`src/rtl/warp_issue_ctrl_pkg.sv`:
```
// Shared warp scheduling defines: slot count, field widths, per-warp state.
package warp_issue_ctrl_pkg;

    localparam int NUM_WARPS_PER_SM = 4;
    localparam int WARP_ID_WIDTH    = $clog2(NUM_WARPS_PER_SM);
    localparam int LAT_W            = 4;

    typedef enum logic [1:0] {
        IDLE  = 2'd0,
        READY = 2'd1,
        WAIT  = 2'd2,
        DONE  = 2'd3
    } warp_state_t;

endpackage

```
`src/rtl/warp_issue_ctrl_warp_slot.sv`:
```
// One warp slot: lifecycle state machine plus post-issue latency counter.
module warp_slot
    import warp_issue_ctrl_pkg::*;
(
    input  logic             clk,
    input  logic             reset,
    input  logic             i_launch,
    input  logic             i_flush,
    input  logic             i_accept,
    input  logic             i_halt,
    input  logic [LAT_W-1:0] i_latency,
    output warp_state_t      o_state,
    output logic             o_request
);

    warp_state_t      r_state;
    warp_state_t      w_state_nxt;
    logic [LAT_W-1:0] r_cnt;
    logic [LAT_W-1:0] w_cnt_nxt;

    always_ff @(posedge clk or posedge reset) begin
        if (reset) begin
            r_state <= IDLE;
            r_cnt   <= '0;
        end else begin
            r_state <= w_state_nxt;
            r_cnt   <= w_cnt_nxt;
        end
    end

    always_comb begin
        w_state_nxt = r_state;
        w_cnt_nxt   = r_cnt;
        if (i_flush) begin
            w_state_nxt = IDLE;
            w_cnt_nxt   = '0;
        end else begin
            unique case (r_state)
                IDLE, DONE: begin
                    if (i_launch) begin
                        w_state_nxt = READY;
                        w_cnt_nxt   = '0;
                    end
                end
                READY: begin
                    if (i_accept) begin
                        if (i_halt) begin
                            w_state_nxt = DONE;
                            w_cnt_nxt   = '0;
                        end else if (i_latency != '0) begin
                            w_state_nxt = WAIT;
                            w_cnt_nxt   = i_latency;
                        end
                    end
                end
                WAIT: begin
                    // cnt==1 is the last stalled cycle; <=1 also recovers from 0
                    if (r_cnt <= LAT_W'(1)) begin
                        w_state_nxt = READY;
                        w_cnt_nxt   = '0;
                    end else begin
                        w_cnt_nxt = r_cnt - LAT_W'(1);
                    end
                end
                default: begin
                    w_state_nxt = IDLE;
                    w_cnt_nxt   = '0;
                end
            endcase
        end
    end

    assign o_state   = r_state;
    assign o_request = (r_state == READY);

endmodule

```
`src/rtl/warp_issue_ctrl.sv`:
```
// Requester side of the warp arbiter handshake: per-warp slots, grant
// acceptance with lowest-index pick, and the registered issue pulse.
module warp_issue_ctrl
    import warp_issue_ctrl_pkg::*;
(
    input  logic                        clk,
    input  logic                        reset,
    input  logic [NUM_WARPS_PER_SM-1:0] warp_launch,
    input  logic [NUM_WARPS_PER_SM-1:0] warp_flush,
    input  logic [NUM_WARPS_PER_SM-1:0] grantOH,
    input  logic                        issue_stall,
    input  logic [LAT_W-1:0]            issue_latency,
    input  logic                        issue_halt,
    output logic [NUM_WARPS_PER_SM-1:0] request,
    output logic                        issue_valid,
    output logic [WARP_ID_WIDTH-1:0]    issue_warp_id,
    output logic [NUM_WARPS_PER_SM-1:0] issue_warp_oh,
    output logic [NUM_WARPS_PER_SM-1:0] active_mask,
    output logic                        sm_idle
);

    localparam int N = NUM_WARPS_PER_SM;

    warp_state_t              w_state [N];
    logic [N-1:0]             w_req;
    logic [N-1:0]             w_acc;
    logic [N-1:0]             w_pick;
    logic [WARP_ID_WIDTH-1:0] w_pick_id;
    logic                     w_issue;
    logic [N-1:0]             w_active;

    logic                     r_issue_valid;
    logic [WARP_ID_WIDTH-1:0] r_issue_warp_id;
    logic [N-1:0]             r_issue_warp_oh;

    for (genvar g = 0; g < N; g++) begin : g_slot
        warp_slot u_slot (
            .clk       (clk),
            .reset     (reset),
            .i_launch  (warp_launch[g]),
            .i_flush   (warp_flush[g]),
            .i_accept  (w_pick[g]),
            .i_halt    (issue_halt),
            .i_latency (issue_latency),
            .o_state   (w_state[g]),
            .o_request (w_req[g])
        );
    end

    // The arbiter grants by default even with no requests; mask those out.
    assign w_acc  = grantOH & w_req & {N{~issue_stall}};
    assign w_pick = w_acc & (~w_acc + N'(1));

    always_comb begin
        w_pick_id = '0;
        for (int i = 0; i < N; i++) begin
            if (w_pick[i]) w_pick_id = WARP_ID_WIDTH'(i);
        end
    end

    // A flushed warp still consumes its grant but produces no issue.
    assign w_issue = |(w_pick & ~warp_flush);

    always_ff @(posedge clk or posedge reset) begin
        if (reset) begin
            r_issue_valid   <= 1'b0;
            r_issue_warp_id <= '0;
            r_issue_warp_oh <= '0;
        end else begin
            r_issue_valid <= w_issue;
            if (w_issue) begin
                r_issue_warp_id <= w_pick_id;
                r_issue_warp_oh <= w_pick;
            end
        end
    end

    always_comb begin
        w_active = '0;
        for (int i = 0; i < N; i++) begin
            w_active[i] = (w_state[i] == READY) || (w_state[i] == WAIT);
        end
    end

    assign request       = w_req;
    assign issue_valid   = r_issue_valid;
    assign issue_warp_id = r_issue_warp_id;
    assign issue_warp_oh = r_issue_warp_oh;
    assign active_mask   = w_active;
    assign sm_idle       = ~|w_active;

endmodule

```
`config.mk`:
```
export PLATFORM = sky130hd
export DESIGN_NAME = warp_issue_ctrl
export DESIGN_NICKNAME = d
export VERILOG_FILES = /design/src/rtl/warp_issue_ctrl_pkg.sv /design/src/rtl/warp_issue_ctrl_warp_slot.sv /design/src/rtl/warp_issue_ctrl.sv
export SDC_FILE = /design/constraint.sdc
export NUM_CORES = 1
export LEC_CHECK = 0
export CORE_UTILIZATION = 50
export DETAILED_ROUTE_END_ITERATION = 10
export GPL_TIMING_DRIVEN = 0
export PLACE_DENSITY = 0.8
export SLEW_MARGIN = 20
export SYNTH_ARGS = -nofsm -noshare
export SYNTH_HDL_FRONTEND = slang
export SYNTH_SLANG_ARGS = --single-unit
```
`constraint.sdc`:
```
create_clock -name clk -period 2.5 [get_ports clk]
set_input_delay 0.625 -clock clk [delete_from_list [all_inputs] [get_ports clk]]
set_output_delay 0.625 -clock clk [all_outputs]
set_load 0.05 [all_outputs]
```
==> summary.md, run 1 <==
| Metric | Value |
|---|---|
| Status | `complete, no violations` |
| Avg Cell Area, Syn | `between 8 and 9 um2` |
| First-pass GRT wire length | `approximately 8.4 mm` |
| Routed Antenna Nets | `0` |
| Final core occ | `between 60 and 70%` |
| Drt drc | `0` |
| Hold crit path type | `reg -> reg` |
| Share of layout cells above drive strength 1 | `10.07%` |
| Final hold slack | `0.4842 ns` |
| Post-Syn Nets | `293` |
| Ports | `36` |
| Antenna Cells | `0` |
| Seq/Total Area, Yosys | `35.11%` |
| Number of vias per cell | `5.776` |
| Crit path max-delay family | `buffers and inverters` |
| Fmax | `about 410 MHz` |
| Reg-to-Reg End | `issue_warp_id[0]` |
| Mapped Area | `0.002210 mm2` |
| Setup crit end kind | `output port` |
| Hold buffers post-CTS | `0` |
| Worst hold path depth | `1` |
| Fin crit period | `2.412 ns` |
| Dpl hpwl | `about 3.8 mm` |
| Iter 0 DRT Violations | `138` |
| Area delta synth->final | `22.59%` |
| Least-Margin Pin Slew | `0.8380 ns` |
| Htree depth | `2` |
| Cells along the critical path | `inv_1 -> ha_1 -> buf_4 -> clkdlybuf4s50_1` |
| Worst EP required | `1.88 ns` |
| FF-to-FF Start | `g_slot[2].u_slot.o_state[1]` |
| Synth Register Bits | `31` |
| Die W | `68.48 um` |
| Top cells by area, synth | `dfrtp_1 35%, ha_1 9.1%, nand2_1 4.8%` |
| CP peak stage delay | `0.78 ns` |
| Clock root cell | `clkbuf_8` |
| Max_slew headroom | `43.66%` |
| Critical path type | `reg -> out` |
| Leading area contributor after synthesis | `dfrtp_1` |
| CTS Buf Count | `5` |
| FF-to-FF setup slack | `approximately 0.46 ns` |
| Reg clk slew, reported paths | `around 0.07 ns` |
| Clk sinks | `31` |
| GPL Wtd Cong | `0.8073` |
| Sum of negative setup slack | `0 ns` |
| Most frequent cells after synthesis | `31 x dfrtp_1, 28 x nand2_1, 27 x nor2_1` |
| Mapped Cells | `257` |
| Post-synth cell types | `60` |
| Worst Min Path Start | `issue_warp_oh[3]` |
| Max VDD drop | `0.0007569 V` |
| CORE AREA | `about 0.004 mm2` |
| Clk_lat worst skew | `0.28 ns` |
| Design Area, Final | `0.002709 mm2` |
| Power per cell area | `a little over 800 mW/mm2` |
| Slowest cell on crit path | `clkdlybuf4s50_1` |
| Final hold viol count | `0` |
| Total Power | `2.181 mW` |
| Yosys top cell area share | `35.11%` |
| Max-cap violations | `0` |
| DIE AREA | `0.004689 mm2` |
| Setup Viol. Count Final | `0` |
| Nets | `333` |
| Setup crit start | `g_slot[2].u_slot.o_state[1]` |
| CP startpoint kind | `flop` |
| Grt ovf | `0` |
| CP Data Arrival Time | `1.79 ns` |
| Initial Util | `around 54%` |
| Tcrit/Tclk final | `96.47%` |
| Pleak | `1.297 nW` |
| Total track usage | `24.56%` |
| Yosys warns | `0` |
| Reg2Reg Depth | `8` |
| Setup Buffers After CTS | `0` |
| EDFF count, synth | `0` |
| Vias | `2,010` |
| Max-slew violation count | `0` |
| CTS tree | `yes` |
| WP buf/inv | `3` |
| CP Max Fanout | `3` |
| Drt first pass iters | `4` |
| Die Y | `just under 70 um` |
| Cell Rows | `23` |
| DRT Wirelength | `around 5.0 mm` |
| Most common cell in the netlist | `dfrtp_1` |
| Max Root-Sink Buffers | `2` |
| Area post-placement | `0.002618 mm2` |
| Vias in the first global route | `1,872` |
| Pin count of the biggest net entering global routing | `32` |
| Port bufs | `33` |
| RSZ-0062 raised after global routing | `false` |
| Initial antenna violation count | `0` |
| Clock Skews | `0.006835 ns` |
| WHS Endpoint | `issue_warp_oh[3]` |
| Synth async-reset ratio | `100.0%` |
| WL per Instance | `14.44 um` |
| Top FF cell, synth | `dfrtp_1` |
[final cells by class]
cell class / count / area [um2]
multi-input cells: 192 / 1296
well taps: 50 / 62.56
clock buffers: 8 / 100.1
flip-flops and latches: 31 / 775.7
repair buffers: 33 / 321.6
inverters: 26 / 97.59
fillers: 349 / 1406
plain buffers: 8 / 55.05
[per-stage QoR]
stage,cells,setup WS [ns]
after floorplan,257,0.2037
after global placement,340,-0.08205
after detailed placement,340,-0.08420
after CTS,348,0.03954
after global routing,348,0.01566
final,348,0.08818
[where the power goes]
| group | internal, mW | switching (mW) |
|---|---|---|
| clock network | 0.251 | 0.184 |
| registers | 0.582 | 0.0574 |
| logic | 0.384 | 0.723 |
[cells in the final DEF (no fill, tap or decap), types with 4 or more instances in the layout]
cell type | synthesis | layout
a21oi_1 | 6 | 6
inv_1 | 25 | 24
a21o_1 | 5 | 5
buf_4 | 4 | 4
nor3_1 | 7 | 7
a22o_1 | 7 | 7
or3_1 | 5 | 5
dfrtp_1 | 31 | 31
nor2b_1 | 6 | 6
o21ai_0 | 18 | 18
nand2_1 | 28 | 28
ha_1 | 16 | 16
nor2_1 | 27 | 27
dlygate4sd2_1 | 0 | 5
nand2b_1 | 7 | 7
clkbuf_8 | 0 | 7
clkdlybuf4s50_1 | 0 | 25
[layer usage]
layer	vias to the layer above	global-route usage [%]	part of all wire, %
li1	986	-	-
met1	967	31.99	49
met2	53	38.97	45
met3	4	6.167	5.3
met4	0	9.115	0.80
met5	-	0	0
[logic make-up after synthesis]
group | synth area share [%]
mux | 1.132
fa+ha+maj | 9.060
simple gates | 23.05
flops | 35.11
xor+xnor | 0.7929
buf+inv | 6.908
compound gates | 23.95
[worst max path at each step]
stage,cells after the start,slack [ns],endpoint
final,4,0.09,request[2]
after global routing,4,0.02,request[1]
after CTS,5,0.04,sm_idle
after detailed placement,5,-0.08,sm_idle
after global placement,5,-0.08,sm_idle
after floorplan,4,0.20,sm_idle
[timing repair]
item / CTS / global route
endpoints found under the setup margin: 7 / 3
resized for setup: 9 / 4
endpoints found under the hold margin: 0 / 0
[registers in the layout, indices dropped and copies added, names as in the netlist]
register / count
issue_warp_oh: 4
g_slot.u_slot.o_state: 8
issue_warp_id: 2
g_slot.u_slot.r_cnt: 16
issue_valid: 1
Power figures use the tool's default switching activity.
==> inputs of run 2 (changes only) <==
CORE_UTILIZATION = 48   (was 50)
PLACE_DENSITY = 0.81   (was 0.8)
clock period = 2.17 ns   (was 2.5 ns; I/O delays follow)
==> summary.md, run 2 (synthesis gave the netlist of run 1 again) <==
| Metric | Value |
|---|---|
| CTS tree | `yes` |
| Area delta synth->final | `26.10%` |
| Biggest register | `g_slot.u_slot.r_cnt` |
| Antenna Cells | `0 (unchanged)` |
| Port bufs | `33 (unchanged)` |
| Fin crit period | `around 2.1 ns` |
| Max VDD drop | `0.0008222 V (+8.6%)` |
| Reg2Reg Depth | `8 (unchanged)` |
| Initial antenna violation count | `0 (unchanged)` |
| First-pass GRT wire length | `8.901 mm (+5.7%)` |
| WP buf/inv | `3 (unchanged)` |
| Initial Util | `50.40% (-3.3 points)` |
| CP peak stage delay | `0.37 ns (-0.41 ns)` |
| Pin count of the biggest net entering global routing | `32 (unchanged)` |
| Most common cell after layout, fill and taps aside | `dfrtp_1` |
| Worst EP required | `1.63 ns (-0.25 ns)` |
| Slowest cell on crit path | `dfrtp_1` |
| Htree depth | `2 (unchanged)` |
| Share of layout cells above drive strength 1 | `15.33% (+5.3 points)` |
| Status | `complete, no violations` |
| Ports | `36 (unchanged)` |
| Setup Viol. Count Final | `0 (unchanged)` |
| Die W | `69.85 um (+2.0%)` |
| Power per cell area | `964.2 mW/mm2 (+20%)` |
| RSZ-0062 raised after global routing | `true` |
| Commonest cells after routing, fill and taps aside | `31 x dfrtp_1, 28 x nand2_1, 27 x nor2_1` |
| Fmax | `469.1 MHz` |
| Vias in the first global route | `1,981 (+5.8%)` |
| Worst path depth | `5 (+1)` |
| Worst hold path depth | `1 (unchanged)` |
| Drt drc | `0 (unchanged)` |
| Grt ovf | `0 (unchanged)` |
| CP startpoint kind | `flop` |
| CTS Buf Count | `5 (unchanged)` |
| Die Y | `69.85 um (+2.0%)` |
| CORE AREA | `0.004384 mm2 (+6.5%)` |
| Max-slew violation count | `0 (unchanged)` |
| Crit path max-delay family | `flip-flops` |
| Tcrit/Tclk final | `98.23%` |
| DRT Wirelength | `5.257 mm (+4.6%)` |
| CP Data Arrival Time | `1.59 ns (-0.20 ns)` |
| Most frequent CP cell | `inv_1` |
| Drt first pass iters | `4 (unchanged)` |
| Clock Skews | `0.009772 ns (+0.002937 ns)` |
| WL per Instance | `14.93 um (+3.4%)` |
| Setup ws final | `0.03833 ns (-0.04985 ns)` |
| Total track usage | `22.87% (-1.7 points)` |
| CP Max Fanout | `4 (+1)` |
| Clock root cell | `clkbuf_8` |
| Max-cap violations | `0 (unchanged)` |
| Clk sinks | `31 (unchanged)` |
| Routed Antenna Nets | `0 (unchanged)` |
| Nets | `335 (+0.60%)` |
| Total Power | `2.687 mW (+23%)` |
| Max Root-Sink Buffers | `2 (unchanged)` |
| Sum of negative setup slack | `0 ns (unchanged)` |
| GPL Wtd Cong | `0.8451 (+4.7%)` |
| Clk_lat worst skew | `0.28 ns (about the same)` |
| DP Worst Slack | `-0.3335 ns (-0.2493 ns)` |
| Reg clk slew, reported paths | `0.06 ns (about the same)` |
| Setup crit end kind | `output port` |
| DIE AREA | `0.004879 mm2 (+4.1%)` |
| Largest register FFs | `16 (unchanged)` |
| Least-Margin Pin Slew | `0.6532 ns (-0.1847 ns)` |
| Dpl hpwl | `3.825 mm (+1.8%)` |
| Critical path type | `reg -> out` |
| Max_slew headroom | `56.39% (+13 points)` |
| Hold crit path type | `reg -> reg` |
| Cell Rows | `24 (+4.3%)` |
| Vias | `2,018 (+0.40%)` |
| Iter 0 DRT Violations | `126 (-8.7%)` |
| Pleak | `1.300 nW (+0.24%)` |
| Final hold viol count | `0 (unchanged)` |
| Final core occ | `63.56% (-2.3 points)` |
| Cells along the critical path | `inv_1 -> ha_4 -> inv_1 -> nor4_4 -> buf_6` |
| Number of vias per cell | `5.733 (-0.74%)` |
[run 2: cell types whose count changed in the layout (fill, tap and decap cells not counted), moves of 2 or more]
cell and delta:
ha_1 -4, ha_4 +2, clkdlybuf4s15_2 +4, dlygate4sd2_1 -2
ha_2 +2, buf_4 +2, clkdlybuf4s50_1 -3
[run 2: report_power, final]
part           leakage, nW  switching (mW)  total [mW]  internal (mW)
Clock               0.0612           0.217       0.588          0.371
Sequential           0.418          0.0711       0.742          0.671
Combinational        0.821           0.860        1.36          0.496
[run 2: layout make-up]
type | count | area [um2]
Sequential cell | 31 | 775.7
Multi-Input combinational cell | 192 | 1335
Clock inverter | 2 | 35.03
Fill cell | 388 | 1598
Inverter | 26 | 97.59
Clock buffer | 6 | 82.58
Timing Repair Buffer | 35 | 340.3
Tap cell | 52 | 65.06
Buffer | 8 | 55.05
[run 2: path summary, 6_finish.rpt]
check	slack, ns	end	start
hold / removal	0.49	issue_warp_oh[3]	issue_warp_oh[3]
max in group asynchronous	1.07	g_slot[3].u_slot.r_cnt[0]	reset
min in group asynchronous	0.66	g_slot[2].u_slot.r_cnt[0]	reset
setup reg to reg	0.16	g_slot[3].u_slot.r_cnt[2]	g_slot[2].u_slot.o_state[0]
hold reg to reg	0.49	issue_warp_oh[3]	issue_warp_oh[3]
setup / recovery	0.04	sm_idle	g_slot[1].u_slot.o_state[0]
[run 2: timing repair]
item	4_1_cts	5_1_grt
resized for setup	30	10
setup endpoints to repair	10	8
setup buffers	0	2
pin swaps	0	1
hold buffers	0	0
[run 2: metal layers]
layer | vias to the layer above | part of all wire, % | global-route usage [%] | wire (um)
met2 | 62 | 47 | 37.39 | 2492
met1 | 961 | 46 | 30.11 | 2423
li1 | 989 | - | - | -
met5 | - | 0 | 0 | 0
met4 | 0 | 0.82 | 8.222 | 43
met3 | 6 | 5.7 | 4.473 | 298
[run 2: stage by stage]
| stage | cells | area, um2 | hold WS [ns] |
|---|---|---|---|
| floorplan | 257 | 2225 | 0.4895 |
| finish | 352 | 2786 | 0.4852 |
| detailed placement | 342 | 2620 | 0.4644 |
| global placement | 342 | 2620 | 0.4696 |
| global route | 352 | 2786 | 0.5079 |
| CTS | 350 | 2768 | 0.4890 |
==> inputs of run 3 (changes only) <==
CAP_MARGIN = 20   (was default)
==> results of run 3 <==
Same layout as run 2: the final DEF is identical, and so are final timing and power.
